===== src/rtl/pp_pkg.sv =====
// Shared definitions for the pp_* read path: group-count formulas and FSM state encoding.
// Used by pp_rd_scheduler and pp_encoder.
`ifndef TOTAL_UART
`define TOTAL_UART 8
`endif
`ifndef TOTAL_GPIO_CTRLS
`define TOTAL_GPIO_CTRLS 8
`endif

package pp_pkg;

   typedef enum logic [2:0] {
      ST_IDLE,
      ST_ARB,
      ST_REQ,
      ST_WAIT_ACK,
      ST_HOLDOFF
   } pp_state_e;

   // Slaves are serviced in groups of four.
   function automatic int unsigned grp_count(input int unsigned n);
      return (n + 3) >> 2;
   endfunction

   function automatic int unsigned clog2_min1(input int unsigned n);
      return (n <= 2) ? 1 : $clog2(n);
   endfunction

endpackage


===== src/rtl/pp_rd_scheduler_if.sv =====
// Read-request handshake between the scheduler (master) and the encoder (slave).
interface pp_rd_scheduler_if #(
   parameter int unsigned TOTAL_GRP = 4
);
   logic                 rd_req;
   logic [TOTAL_GRP-1:0] rd_slave_id;
   logic                 rd_req_ack;

   modport master (output rd_req, output rd_slave_id, input rd_req_ack);
   modport slave  (input rd_req, input rd_slave_id, output rd_req_ack);
endinterface


===== src/rtl/pp_rr_pick.sv =====
// Wrap-around first-one search: lowest set bit of req at or above ptr, modulo N.
module pp_rr_pick #(
   parameter int unsigned N  = 4,
   parameter int unsigned PW = 2
) (
   input  logic [N-1:0]  req,
   input  logic [PW-1:0] ptr,
   output logic          valid,
   output logic [PW-1:0] idx
);

   logic [PW-1:0] cand;

   always_comb begin
      valid = 1'b0;
      idx   = '0;
      cand  = '0;
      for (int unsigned i = 0; i < N; i++) begin
         cand = PW'((32'(ptr) + i) % N);
         if (!valid && req[cand]) begin
            valid = 1'b1;
            idx   = cand;
         end
      end
   end

endmodule


===== src/rtl/pp_rd_scheduler.sv =====
// Round-robin read scheduler: grants one group at a time to the encoder,
// waits for the ack (or times out), then holds off one cycle before re-arbitrating.
module pp_rd_scheduler
   import pp_pkg::*;
#(
   parameter int unsigned TOTAL_UART       = `TOTAL_UART,
   parameter int unsigned TOTAL_GPIO_CTRLS = `TOTAL_GPIO_CTRLS,
   parameter int unsigned UART_TOTAL_GRP   = grp_count(TOTAL_UART),
   parameter int unsigned GPIO_TOTAL_GRP   = grp_count(TOTAL_GPIO_CTRLS),
   parameter int unsigned TOTAL_GRP        = UART_TOTAL_GRP + GPIO_TOTAL_GRP,
   parameter int unsigned TIMEOUT_CYCLES   = 1024
) (
   input  logic                 clk,
   input  logic                 rst,
   input  logic                 en,
   input  logic [TOTAL_GRP-1:0] int_req,
   input  logic                 fifo_afull,
   pp_rd_scheduler_if.master    enc,
   output logic                 busy,
   output logic                 timeout_err,
   output logic [TOTAL_GRP-1:0] err_grp
);

   localparam int unsigned PW = clog2_min1(TOTAL_GRP);
   localparam int unsigned TW = clog2_min1(TIMEOUT_CYCLES);
   localparam logic [TOTAL_GRP-1:0] GRP_ONE = TOTAL_GRP'(1);

   pp_state_e            state_q, state_d;
   logic [PW-1:0]        grant_q, grant_d;
   logic [PW-1:0]        rr_ptr_q, rr_ptr_d;
   logic [TW-1:0]        timer_q, timer_d;
   logic [TOTAL_GRP-1:0] served_q, served_d;
   logic                 timeout_err_q, timeout_err_d;
   logic [PW-1:0]        err_idx_q, err_idx_d;

   logic [TOTAL_GRP-1:0] eligible;
   logic [TOTAL_GRP-1:0] served_set;
   logic                 pick_valid;
   logic [PW-1:0]        pick_idx;
   logic [PW-1:0]        grant_nxt;

   assign eligible  = int_req & ~served_q;
   assign grant_nxt = (grant_q == PW'(TOTAL_GRP - 1)) ? '0 : grant_q + PW'(1);

   pp_rr_pick #(
      .N  (TOTAL_GRP),
      .PW (PW)
   ) u_pick (
      .req   (eligible),
      .ptr   (rr_ptr_q),
      .valid (pick_valid),
      .idx   (pick_idx)
   );

   always_comb begin
      state_d       = state_q;
      grant_d       = grant_q;
      rr_ptr_d      = rr_ptr_q;
      timer_d       = timer_q;
      timeout_err_d = timeout_err_q;
      err_idx_d     = err_idx_q;
      served_set    = '0;
      case (state_q)
         ST_IDLE: begin
            if (en && !fifo_afull && (|eligible)) state_d = ST_ARB;
         end
         ST_ARB: begin
            // Requests may drop between IDLE and ARB; fall back rather than grant nothing.
            if (pick_valid) begin
               grant_d = pick_idx;
               state_d = ST_REQ;
            end else begin
               state_d = ST_IDLE;
            end
         end
         ST_REQ: begin
            timer_d = '0;
            state_d = ST_WAIT_ACK;
         end
         ST_WAIT_ACK: begin
            if (enc.rd_req_ack) begin
               served_set = GRP_ONE << grant_q;
               rr_ptr_d   = grant_nxt;
               state_d    = ST_HOLDOFF;
            end else if (timer_q == TW'(TIMEOUT_CYCLES - 1)) begin
               timeout_err_d = 1'b1;
               err_idx_d     = grant_q;
               rr_ptr_d      = grant_nxt;
               state_d       = ST_HOLDOFF;
            end else begin
               timer_d = timer_q + TW'(1);
            end
         end
         ST_HOLDOFF: state_d = ST_IDLE;
         default:    state_d = ST_IDLE;
      endcase
      served_d = (served_q | served_set) & int_req;
   end

   always_ff @(posedge clk) begin
      if (rst) begin
         state_q       <= ST_IDLE;
         grant_q       <= '0;
         rr_ptr_q      <= '0;
         timer_q       <= '0;
         served_q      <= '0;
         timeout_err_q <= 1'b0;
         err_idx_q     <= '0;
      end else begin
         state_q       <= state_d;
         grant_q       <= grant_d;
         rr_ptr_q      <= rr_ptr_d;
         timer_q       <= timer_d;
         served_q      <= served_d;
         timeout_err_q <= timeout_err_d;
         err_idx_q     <= err_idx_d;
      end
   end

   assign enc.rd_req      = (state_q == ST_REQ);
   assign enc.rd_slave_id = TOTAL_GRP'(grant_q);
   assign busy            = (state_q != ST_IDLE);
   assign timeout_err     = timeout_err_q;
   assign err_grp         = TOTAL_GRP'(err_idx_q);

endmodule


===== src/flat_wrapper.sv =====
// flat-port wrapper written by rule: the top's interface ports become plain ports
module pp_rd_scheduler_flat import pp_pkg::*;
#(
   parameter int unsigned TOTAL_UART       = `TOTAL_UART,
   parameter int unsigned TOTAL_GPIO_CTRLS = `TOTAL_GPIO_CTRLS,
   parameter int unsigned UART_TOTAL_GRP   = grp_count(TOTAL_UART),
   parameter int unsigned GPIO_TOTAL_GRP   = grp_count(TOTAL_GPIO_CTRLS),
   parameter int unsigned TOTAL_GRP        = UART_TOTAL_GRP + GPIO_TOTAL_GRP,
   parameter int unsigned TIMEOUT_CYCLES   = 1024
)
  (clk, rst, en, int_req, fifo_afull, busy, timeout_err, err_grp, enc_rd_req, enc_rd_slave_id, enc_rd_req_ack);
  pp_rd_scheduler_if #(.TOTAL_GRP(TOTAL_GRP)) enc_i ();
  input  logic clk;
  input  logic rst;
  input  logic en;
  input  logic [TOTAL_GRP-1:0] int_req;
  input  logic fifo_afull;
  output logic busy;
  output logic timeout_err;
  output logic [TOTAL_GRP-1:0] err_grp;
  output wire logic [$bits(enc_i.rd_req)-1:0] enc_rd_req;
  output wire logic [$bits(enc_i.rd_slave_id)-1:0] enc_rd_slave_id;
  input wire logic [$bits(enc_i.rd_req_ack)-1:0] enc_rd_req_ack;
  assign enc_rd_req = enc_i.rd_req;
  assign enc_rd_slave_id = enc_i.rd_slave_id;
  assign enc_i.rd_req_ack = enc_rd_req_ack;
  pp_rd_scheduler #(.TOTAL_UART(TOTAL_UART), .TOTAL_GPIO_CTRLS(TOTAL_GPIO_CTRLS), .UART_TOTAL_GRP(UART_TOTAL_GRP), .GPIO_TOTAL_GRP(GPIO_TOTAL_GRP), .TOTAL_GRP(TOTAL_GRP), .TIMEOUT_CYCLES(TIMEOUT_CYCLES)) u_core (.clk(clk), .rst(rst), .en(en), .int_req(int_req), .fifo_afull(fifo_afull), .enc(enc_i), .busy(busy), .timeout_err(timeout_err), .err_grp(err_grp));
endmodule

===== config.mk =====
export PLATFORM = sky130hd
export DESIGN_NAME = pp_rd_scheduler_flat
export DESIGN_NICKNAME = d
export VERILOG_FILES = /design/src/rtl/pp_pkg.sv /design/src/rtl/pp_rd_scheduler_if.sv /design/src/rtl/pp_rr_pick.sv /design/src/rtl/pp_rd_scheduler.sv /design/src/flat_wrapper.sv
export SDC_FILE = /design/constraint.sdc
export NUM_CORES = 1
export LEC_CHECK = 0
export ABC_AREA = 0
export CORE_UTILIZATION = 25
export CTS_CLUSTER_SIZE = 12
export DETAILED_ROUTE_END_ITERATION = 10
export DONT_BUFFER_PORTS = 1
export HOLD_SLACK_MARGIN = 0.1
export PLACE_DENSITY = 0.46
export REMOVE_ABC_BUFFERS = 1
export SLEW_MARGIN = 20
export SYNTH_ARGS = -nofsm -noshare
export SYNTH_HDL_FRONTEND = slang
export SYNTH_SLANG_ARGS = --single-unit

===== constraint.sdc =====
create_clock -name clk -period 1.9 [get_ports clk]
set_input_delay 0.38 -clock clk [delete_from_list [all_inputs] [get_ports clk]]
set_output_delay 0.38 -clock clk [all_outputs]
set_load 0.05 [all_outputs]

# Word level (Yosys, flattened, before mapping)

Cells that the tools add are included.

Register bits: 24
Input bits: 9

$add $sub $neg: 5
Magnitude comparators: 4
Eq/ne operators: 9
Shift operators: 1
Muxes and demuxes: 29
Bitwise logic cells: 5
Reduce and logical (&&, ||, !) cells: 19

Operators by type and width:

| kind                    | number |
|---|---|
| $mux W10                | 2 |
| $pmux W10 S2            | 1 |
| $mux W2                 | 8 |
| $lt A2 B3 Y1 const B    | 4 |
| $pmux W3 S4             | 1 |
| $add A10 B1 Y10 const B | 1 |
| $eq A10 B10 Y1 const B  | 1 |
| $mux W3                 | 3 |
| $and A4 B4 Y4           | 2 |
| $bmux W1 S2             | 4 |
| $mux W1                 | 8 |
| $mux W4                 | 2 |
| $eq A3 B2 Y1 const B    | 2 |
| $reduce_and A2 Y1       | 3 |
| $reduce_and A3 Y1       | 2 |
| $logic_and A1 B1 Y1     | 5 |
| $add A2 B1 Y2 const B   | 2 |
| $add A2 B2 Y2 const B   | 2 |
| $logic_not A1 Y1        | 4 |
| $ne A2 B2 Y1 const B    | 2 |
| $not A4 Y4              | 1 |
| $or A4 B4 Y4            | 1 |
| $reduce_bool A2 Y1      | 2 |
| $reduce_or A4 Y1        | 1 |
| 8 further kinds         | 8 |

# Depth between registers and ports, before layout

Gate-level depths: netlist of run 1.

Depth in word-level cells: 16
Gate-level depth with buffers: 6
Depth with buffers taken out: 5

# Cells and area by module

Synthesis of run 1 repeated with hierarchy kept, for this count alone.

Cells, all modules: 165
Area, all modules: 1328.8 um^2

Modules (own cells, without submodules):

| module          | instances | cells an instance | area each (um^2) | seq. area each (um^2) |
|---|---|---|---|---|
| pp_rd_scheduler | 1         | 150               | 1251.2           | 480.5 |
| pp_rr_pick      | 1         | 15                | 77.6             | 0.0 |

# Worst setup path before layout of run 1

OpenSTA, ideal clock, no wires.

Path kind: reg-to-reg
Start: register u_core.state_q[1]
End: register u_core.timer_q[8]
Library setup time: 71 ps
Arrival time: 1738 ps
Data required time: 1829 ps
Setup slack: 92 ps
Stages on the path, launching flop included: 6
Path buffers: 0
Clock period less this slack: 1808 ps
Path through: dfxtp_1 or3b_4 inv_2 nor3_2 or4_1 a21oi_1

Word-level cells in the longest chain between the ends: 3
Elaborated cells on any way between the ends: 7
Classes of those cells: eq/ne (4); mux (1); reduce/logical (2)

Ends and longest elaborated chain:

| item                         | line                   | source |
|---|---|---|
| from (decl)                  | pp_rd_scheduler.sv:28  | `pp_state_e state_q, state_d;` |
| from (signal assigned)       | pp_rd_scheduler.sv:110 | `state_q <= state_d;` |
| $eq A3 B2 Y1 (*)             | --                     |  |
| net enc_rd_req               | flat_wrapper.sv:21     | `output wire logic [$bits(enc_i.rd_req)-1:0] enc_rd_req;` |
| $reduce_bool A2 Y1 (no line) | --                     |  |
| $reduce_and A3 Y1 (no line)  | --                     |  |
| to (signal assigned)         | pp_rd_scheduler.sv:113 | `timer_q <= timer_d;` |
| to (decl)                    | pp_rd_scheduler.sv:31  | `logic [TW-1:0] timer_q, timer_d;` |

The timed path passes the listed nets; every way through them passes the cells marked *.
A chain may end at the register's enable or synchronous reset.

# Worst setup path after layout of run 1

Start: register u_core.state_q[1]
End: output port enc_rd_req

Word-level cells in the longest chain between the ends: 1

Ends and longest elaborated chain:

| item         | line                   | source |
|---|---|---|
| $eq A3 B2 Y1 | pp_rd_scheduler.sv:120 | `assign enc.rd_req = (state_q == ST_REQ);` |
| to (decl)    | flat_wrapper.sv:21     |  |

No other way between the ends.

==> run metrics, run 1 <==
pre-CTS setup slack 0.172 ns; CTS-repair resized insts 0; clock root cell clkbuf_8; top post-synthesis cells by area dfxtp_1 37%, a21oi_1 6.2%, ha_1 4.9%; CP Max Fanout 7; dpl hpwl 2220 um; Post-synth EDFFs 0; CTS sink count 24; CTS tree yes; final max-slew violation count 0; Fmax achieved 0.547 GHz; Tot GR Track Use 0.117; Post-synth ARST share 0; Final Hold Fails 0; Worst setup EP type output port; Hold WC Path Type input pin to flip-flop; Yosys cell types 41; FF+latch area 480 sq um; CP Data Arrival Time 1.45 ns; port bufs 0; Synth Flop Type dfxtp_1; sequential area share after synthesis 0.373; number of global-route vias before repair 1,040; top post-synthesis cells by count 24 x dfxtp_1, 16 x a21oi_1, 12 x nor2_1; WP data required 1.52 ns; Synth area leader dfxtp_1; setup_tns 0 ns; Setup Buffers After CTS 0; maximum buffer depth of the clock tree 2; via count 1,110; worst hold slack 0.178 ns; Filler cells 517; final WL 2930 um; number of DRC markers in iteration 0 67; DR WL/cell 12.9 um; Peak VDD IR 0.211 mV; Initial Utilization 0.266; PD cells 635 nW/um^2; largest net degree at the start of global routing 17; ant diodes 0; number of nets with antenna violations after routing 0; Clock Skew 0.00215 ns; synthesized instance count 152; period utilization 0.962; setup violators final 0; final core occ 0.302; die area 5440 sq um; Hold-fix buffers, CTS 0; CTS clock-pin slew for the worst setup and hold paths 0.09 ns; initial antenna violation count 0; Die Y 73.8 um; top-count cell post-synth dfxtp_1; WL met3 162 um; die extent in x 73.8 um; DRC Markers 0; drt first pass iters 4; Setup CP Type flip-flop to output port; Slew HR 0.658; final critical-path required period 1.83 ns; first-pass GRT wire length 4950 um; Core ar. 4850 sq um; Tot Pwr 929 uW; Seq cells post-synth 24; met1 wire length 1460 um; maxcap violations 0; Mapped Area 1290 sq um; CTS Buf Count 3; final net count 176; area delta synth->final 13.7%; top-area cell type share of the netlist area 0.373; Top Layer Used met4; fin worst setup slack 0.0723 ns; Met2 Wirelength 1290 um; Syn. warnings 0; Multi-input gate area 751 sq um; transition time of the tightest slew-check pin 0.512 ns; leak pwr 0.000516 uW; grt total ovfl 0; Mean Syn Cell Area 8.47 sq um; number of placement rows 25; I/O pin count 20; mean number of vias per cell 4.87; routability cong. 0.802; CP startpoint kind flip-flop; share of post-route cells with drive strength above 1 0.118; status finished, final reports clean; unrepaired setup endpoints after global routing false; H-tree levels 1; clock latency on the worst-skew pair 0.26 ns
==> per-layer routing <==
metal | GRT usage | vias up
met2 | 0.174 | 25
met3 | 0.0302 | 2
met5 | 0 | -
li1 | - | 568
met1 | 0.163 | 515
met4 | 0.0406 | 0
==> worst paths after layout <==
check	from	to	slack (ns)	cells past startpoint
setup / recovery	u_core.state_q[1]$_SDFFE_PP0P_	enc_rd_req	0.07	3
hold / removal	rst	u_core.timer_q[0]$_SDFFE_PP0P_	0.18	1
setup reg to reg	u_core.state_q[1]$_SDFFE_PP0P_	u_core.timer_q[8]$_SDFFE_PP0P_	0.13	5
hold reg to reg	u_core.timer_q[0]$_SDFFE_PP0P_	u_core.timer_q[0]$_SDFFE_PP0P_	0.49	2
==> critical path, stage by stage, from the launching register on <==
cell and delay (ns):
dfxtp_1 0.43, or3b_4 0.42, inv_2 0.12, buf_4 0.21
==> registers in the layout (all words and copies together) (netlist names) <==
name,count
u_core.err_idx_q,2
u_core.grant_q,2
u_core.rr_ptr_q,2
u_core.served_q,4
u_core.state_q,3
u_core.timeout_err,1
u_core.timer_q,10
==> logic make-up (layout without fill, tap and decap cells) <==
group                      Yosys count  after routing  share of synthesized area
and+or+nand+nor                     64             64                      0.285
AOI/OAI and AO/OA                   38             38                      0.190
DFF                                 24             24                      0.373
buffers and inverters               14             20                     0.0525
muxes                                6              6                     0.0476
adders and majority gates            5              5                     0.0486
other                                1              4                    0.00291
==> placed cells by master, fill, tap and decap left out, types with 3 or more instances in the layout <==
master / n
a21oi_1: 16
buf_4: 9
clkbuf_8: 4
conb_1: 4
dfxtp_1: 24
ha_1: 5
inv_1: 6
mux2i_1: 5
nand2_1: 10
nand3_1: 6
nor2_1: 12
nor2b_1: 5
nor3_1: 5
nor3b_1: 4
o21ai_0: 7
o31ai_1: 5
or3_1: 3
==> cell type report <==
| cell class | instances | area share |
|---|---|---|
| Sequential cell | 24 | 0.328 |
| Timing Repair Buffer | 9 | 0.0462 |
| Inverter | 7 | 0.0179 |
| Tap cell | 67 | 0.0573 |
| Clock buffer | 4 | 0.0376 |
| Multi-Input combinational cell | 117 | 0.513 |
==> per-stage QoR <==
stage,cell area [sq um],instances
final,1460,228
after global routing,1460,228
after CTS,1460,228
after detailed placement,1410,224
after global placement,1410,224
after floorplan,1260,148
==> where the power goes <==
part	internal (uW)	total [uW]	switching, uW	leakage (uW)
clock network	185	346	161	0.0000288
logic	20.7	74.7	54.0	0.000294
registers	505	509	4.15	0.000193
total	710	929	219	0.000516
No activity file was read; power rests on OpenSTA's default activity.
==> inputs of run 2 (changes only) <==
==> constraint.sdc (replaced) <==
create_clock -name clk -period 2 [get_ports clk]
set_input_delay 0.4 -clock clk [delete_from_list [all_inputs] [get_ports clk]]
set_output_delay 0.4 -clock clk [all_outputs]
set_load 0.05 [all_outputs]
==> run metrics, run 2 (synthesis results as in run 1) <==
status finished, final reports clean; largest net degree at the start of global routing 17 (unchanged); drt first pass iters 4 (unchanged); PD cells 663 nW/um^2 (+4.5%); Hold WC Path Type input pin to flip-flop; placed cells 223 (-0.45%); period utilization 0.962; Tot GR Track Use 0.106 (-0.0110); number of placement rows 25 (unchanged); Core ar. 4850 sq um (unchanged); first-pass GRT wire length 4450 um (-10%); FF-to-FF End u_core.timer_q[8]$_SDFFE_PP0P_; largest reg by FF count u_core.timer_q; dpl hpwl 2150 um (-3.2%); Peak VDD IR 0.327 mV (+55%); Setup Buffers After CTS 0 (unchanged); Fmax achieved 0.520 GHz; grt total ovfl 0 (unchanged); final critical-path required period 1.92 ns; CP Max Fanout 12 (+5); final WL 2790 um (-4.8%); Slew HR 0.650 (-0.00799); most frequent cells in the layout 24 x dfxtp_1, 16 x a21oi_1, 12 x nor2_1; number of DRC markers in iteration 0 66 (-1.5%); Worst setup EP type output port; Hold Path Origin rst; Filler cells 498 (-3.7%); final core occ 0.304 (+0.00181); maximum buffer depth of the clock tree 2 (unchanged); die area 5440 sq um (unchanged); cell count of the worst hold path 1 (unchanged); FF-to-FF path depth 5 (unchanged); Internal Dissipation 766 uW (+7.9%); CP Data Arrival Time 1.52 ns (+0.07 ns); port bufs 0 (unchanged); Clock Skew 0.00294 ns (+0.000791 ns); leak pwr 0.000519 uW (+0.54%); routability cong. 0.850 (+6.0%); number of global-route vias before repair 926 (-11%); ant diodes 0 (unchanged); number of nets with antenna violations after routing 0 (unchanged); CTS tree yes; WP data required 1.60 ns (+0.08 ns); r2r startpoint u_core.state_q[1]$_SDFFE_PP0P_; Psw 211 uW (-3.8%); Initial Utilization 0.266 (unchanged); Die Y 73.8 um (unchanged); unrepaired setup endpoints after global routing false; register share of total power 0.495 (-0.053); CTS clock-pin slew for the worst setup and hold paths 0.09 ns (about the same); Hold-fix buffers, CTS 0 (unchanged); FF+latch area 480 sq um (unchanged); Clock Power Share 0.433 (+0.061); Comb power frac 0.072 (-0.008); max FFs per register 10 (unchanged); Final Hold Fails 0 (unchanged); CTS Buf Count 3 (unchanged); I/O pin count 20 (unchanged); area delta synth->final 14.4%; biggest regs u_core.timer_q x10, u_core.served_q x4, u_core.state_q x3; via count 1,070 (-3.6%); die extent in x 73.8 um (unchanged); Multi-input gate area 751 sq um (unchanged); final net count 175 (-0.57%); CP startpoint kind flip-flop; setup violators final 0 (unchanged); setup_tns 0 ns (unchanged); Sw Share 0.216 (-0.0200); maxcap violations 0 (unchanged); hold endpoint u_core.served_q[0]$_SDFF_PP0_; H-tree levels 1 (unchanged); clock root cell clkbuf_8; share of post-route cells with drive strength above 1 0.113 (-0.00551); reg-to-reg slack, setup 0.15 ns (+0.02 ns); worst hold slack 0.198 ns (+0.0205 ns); transition time of the tightest slew-check pin 0.524 ns (+0.0120 ns); mean number of vias per cell 4.71 (-3.2%); CTS-repair resized insts 0 (unchanged); DR WL/cell 12.3 um (-4.4%); CTS sink count 24 (unchanged); final max-slew violation count 0 (unchanged); Non-Filler Instances 227 (-0.44%); commonest non-fill, non-tap cell in the layout dfxtp_1; clock latency on the worst-skew pair 0.26 ns (about the same); initial antenna violation count 0 (unchanged); Setup CP Type flip-flop to output port; DRC Markers 0 (unchanged)
## run 2: area by class of cell
type                            instances  share of cell area
Multi-Input combinational cell        117               0.510
Sequential cell                        24               0.326
Tap cell                               67              0.0569
Timing Repair Buffer                    8              0.0408
Clock buffer                            3              0.0280
Clock inverter                          1              0.0204
Inverter                                7              0.0178
## run 2: worst max-delay path, cell delays in order, from the launching register on
cell and delay, ns:
dfxtp_1 0.41, or3b_4 0.49, inv_2 0.14, buf_4 0.21
## run 2: worst max-delay path by stage
stage	endpoint	startpoint	cells past startpoint
finish	enc_rd_req	u_core.state_q[1]$_SDFFE_PP0P_	3
global route	enc_rd_req	u_core.state_q[1]$_SDFFE_PP0P_	3
CTS	enc_rd_req	u_core.state_q[1]$_SDFFE_PP0P_	3
detailed placement	u_core.timer_q[8]$_SDFFE_PP0P_	u_core.state_q[1]$_SDFFE_PP0P_	5
global placement	u_core.timer_q[8]$_SDFFE_PP0P_	u_core.state_q[1]$_SDFFE_PP0P_	5
floorplan	u_core.timer_q[8]$_SDFFE_PP0P_	u_core.state_q[1]$_SDFFE_PP0P_	5
## run 2: power by group through the flow
stage	sequential [uW]	combinational [uW]	clock, uW
finish	484	69.9	423
floorplan	497	54.7	0
global route	484	75.5	459
detailed placement	495	69.8	0
global placement	495	70.0	0
CTS	484	70.2	435
## run 2: through the flow
stage          total power, uW  cell area, sq um  setup WS, ns
6_report                   977              1470        0.0761
5_1_grt                   1020              1470       0.00597
3_5_place_dp               565              1400         0.192
4_1_cts                    989              1470        0.0712
2_1_floorplan              552              1260         0.127
3_3_place_gp               565              1400         0.246
## run 2: metal layers
metal / share of wire / global-route usage / wire length, um
met1: 0.52 / 0.150 / 1440
met2: 0.43 / 0.158 / 1210
met3: 0.041 / 0.0192 / 114
met4: 0.0090 / 0.0449 / 25
met5: 0 / 0 / 0
==> inputs of run 3 (changes only) <==
--- a/config.mk
+++ b/config.mk
@@ -11,6 +11,7 @@
 export DETAILED_ROUTE_END_ITERATION = 10
 export DONT_BUFFER_PORTS = 1
 export HOLD_SLACK_MARGIN = 0.1
+export MAX_ROUTING_LAYER = met4
 export PLACE_DENSITY = 0.46
 export REMOVE_ABC_BUFFERS = 1
 export SLEW_MARGIN = 20
==> run metrics, run 3 (synthesis results as in run 1) <==
via count 1,070 (unchanged); maxcap violations 0 (unchanged); most frequent cells in the layout 24 x dfxtp_1, 16 x a21oi_1, 12 x nor2_1; biggest regs u_core.timer_q x10, u_core.served_q x4, u_core.state_q x3; DR WL/cell 12.3 um (unchanged); Core ar. 4850 sq um (unchanged); Slew HR 0.649 (about the same); largest net degree at the start of global routing 17 (unchanged); Clock Skew 0.00294 ns (+0.000000580 ns); initial antenna violation count 0 (unchanged); DRC Markers 0 (unchanged); mean number of vias per cell 4.71 (unchanged); placed cells 223 (unchanged); die area 5440 sq um (unchanged); CP startpoint kind flip-flop; unrepaired setup endpoints after global routing false; H-tree levels 1 (unchanged); Fmax achieved 0.520 GHz (about the same); routability cong. 0.864 (+1.6%); Worst path top cell family by delay simple AND/OR/NAND/NOR gates; clock latency on the worst-skew pair 0.26 ns (about the same); number of global-route vias before repair 926 (unchanged); final max-slew violation count 0 (unchanged); CTS clock-pin slew for the worst setup and hold paths 0.09 ns (about the same); I/O pin count 20 (unchanged); Setup Buffers After CTS 0 (unchanged); largest reg by FF count u_core.timer_q; Non-Filler Instances 227 (unchanged); CTS sink count 24 (unchanged); drt first pass iters 4 (unchanged); maximum buffer depth of the clock tree 2 (unchanged); dpl hpwl 2150 um (unchanged); setup_tns 0 ns (unchanged); CP max-delay cell or3b_4; commonest non-fill, non-tap cell in the layout dfxtp_1; final critical-path required period 1.92 ns (+0.0000229 ns); leak pwr 0.000519 uW (unchanged); transition time of the tightest slew-check pin 0.525 ns (+0.000947 ns); number of nets with antenna violations after routing 0 (unchanged); WP data required 1.60 ns (about the same); number of placement rows 25 (unchanged); Die Y 73.8 um (unchanged); CTS Buf Count 3 (unchanged); Cell Chain, Critical Path or3b_4, inv_2, buf_4; Hold WC Path Type input pin to flip-flop; Tot GR Track Use 0.110 (+0.00311); PD cells 663 nW/um^2 (about the same); period utilization 0.962 (about the same); ant diodes 0 (unchanged); crit path from u_core.state_q[1]$_SDFFE_PP0P_; number of DRC markers in iteration 0 66 (unchanged); Hold-fix buffers, CTS 0 (unchanged); CTS tree yes; Hold Path Origin rst; Peak VDD IR 0.327 mV (unchanged); Crit path largest cell delay 0.49 ns (about the same); max FFs per register 10 (unchanged); Final Hold Fails 0 (unchanged); CP Data Arrival Time 1.52 ns (about the same); Worst setup EP type output port; first-pass GRT wire length 4450 um (unchanged); Buf/Inv on CP 2 (unchanged); final net count 175 (unchanged); r2r startpoint u_core.state_q[1]$_SDFFE_PP0P_; Setup CP Type flip-flop to output port; status finished, final reports clean; port bufs 0 (unchanged); final WL 2790 um (unchanged); CP Max Fanout 12 (unchanged); setup violators final 0 (unchanged); share of post-route cells with drive strength above 1 0.113 (unchanged); clock root cell clkbuf_8; CTS-repair resized insts 0 (unchanged); grt total ovfl 0 (unchanged); area delta synth->final 14.4% (unchanged); Initial Utilization 0.266 (unchanged); die extent in x 73.8 um (unchanged)
run 3: cell counts in the layout (fill, tap and decap cells not counted):
Identical to the previous run, type by type.
run 3: final timing paths:
kind	end	slack, ns	cells past startpoint
hold reg to reg	u_core.timer_q[9]$_SDFFE_PP0P_	0.47	2
setup reg to reg	u_core.timer_q[8]$_SDFFE_PP0P_	0.15	5
setup / recovery	enc_rd_req	0.08	3
hold / removal	u_core.served_q[0]$_SDFF_PP0_	0.20	1
run 3: area by class of cell:
cell class / instances / area (sq um)
Multi-Input combinational cell: 117 / 751
Clock inverter: 1 / 30.0
Sequential cell: 24 / 480
Tap cell: 67 / 83.8
Clock buffer: 3 / 41.3
Inverter: 7 / 26.3
Timing Repair Buffer: 8 / 60.1
Fill cell: 498 / 3380
run 3: metrics by stage:
| step | setup WS (ns) | power (uW) | instance area (sq um) | hold WS [ns] | utilization |
|---|---|---|---|---|---|
| after detailed placement | 0.192 | 565 | 1400 | 0.465 | 0.289 |
| after global routing | 0.00597 | 1020 | 1470 | 0.172 | 0.304 |
| final | 0.0761 | 977 | 1470 | 0.198 | 0.304 |
| after CTS | 0.0712 | 989 | 1470 | 0.186 | 0.304 |
| after global placement | 0.246 | 565 | 1400 | 0.465 | 0.289 |
| after floorplan | 0.127 | 552 | 1260 | 0.443 | - |
run 3: layer usage:
| metal | vias up | share of wire | GRT usage | wire, um |
|---|---|---|---|---|
| li1 | 563 | - | - | - |
| met1 | 485 | 0.52 | 0.150 | 1440 |
| met2 | 20 | 0.43 | 0.158 | 1210 |
| met3 | 2 | 0.041 | 0.0192 | 114 |
| met4 | 0 | 0.0082 | 0.0449 | 23 |
| met5 | - | 0 | - | 0 |
run 3: where the power goes:
group | switching [uW] | internal (uW)
combinational | 50.6 | 19.3
sequential | 3.88 | 480
clock | 156 | 267
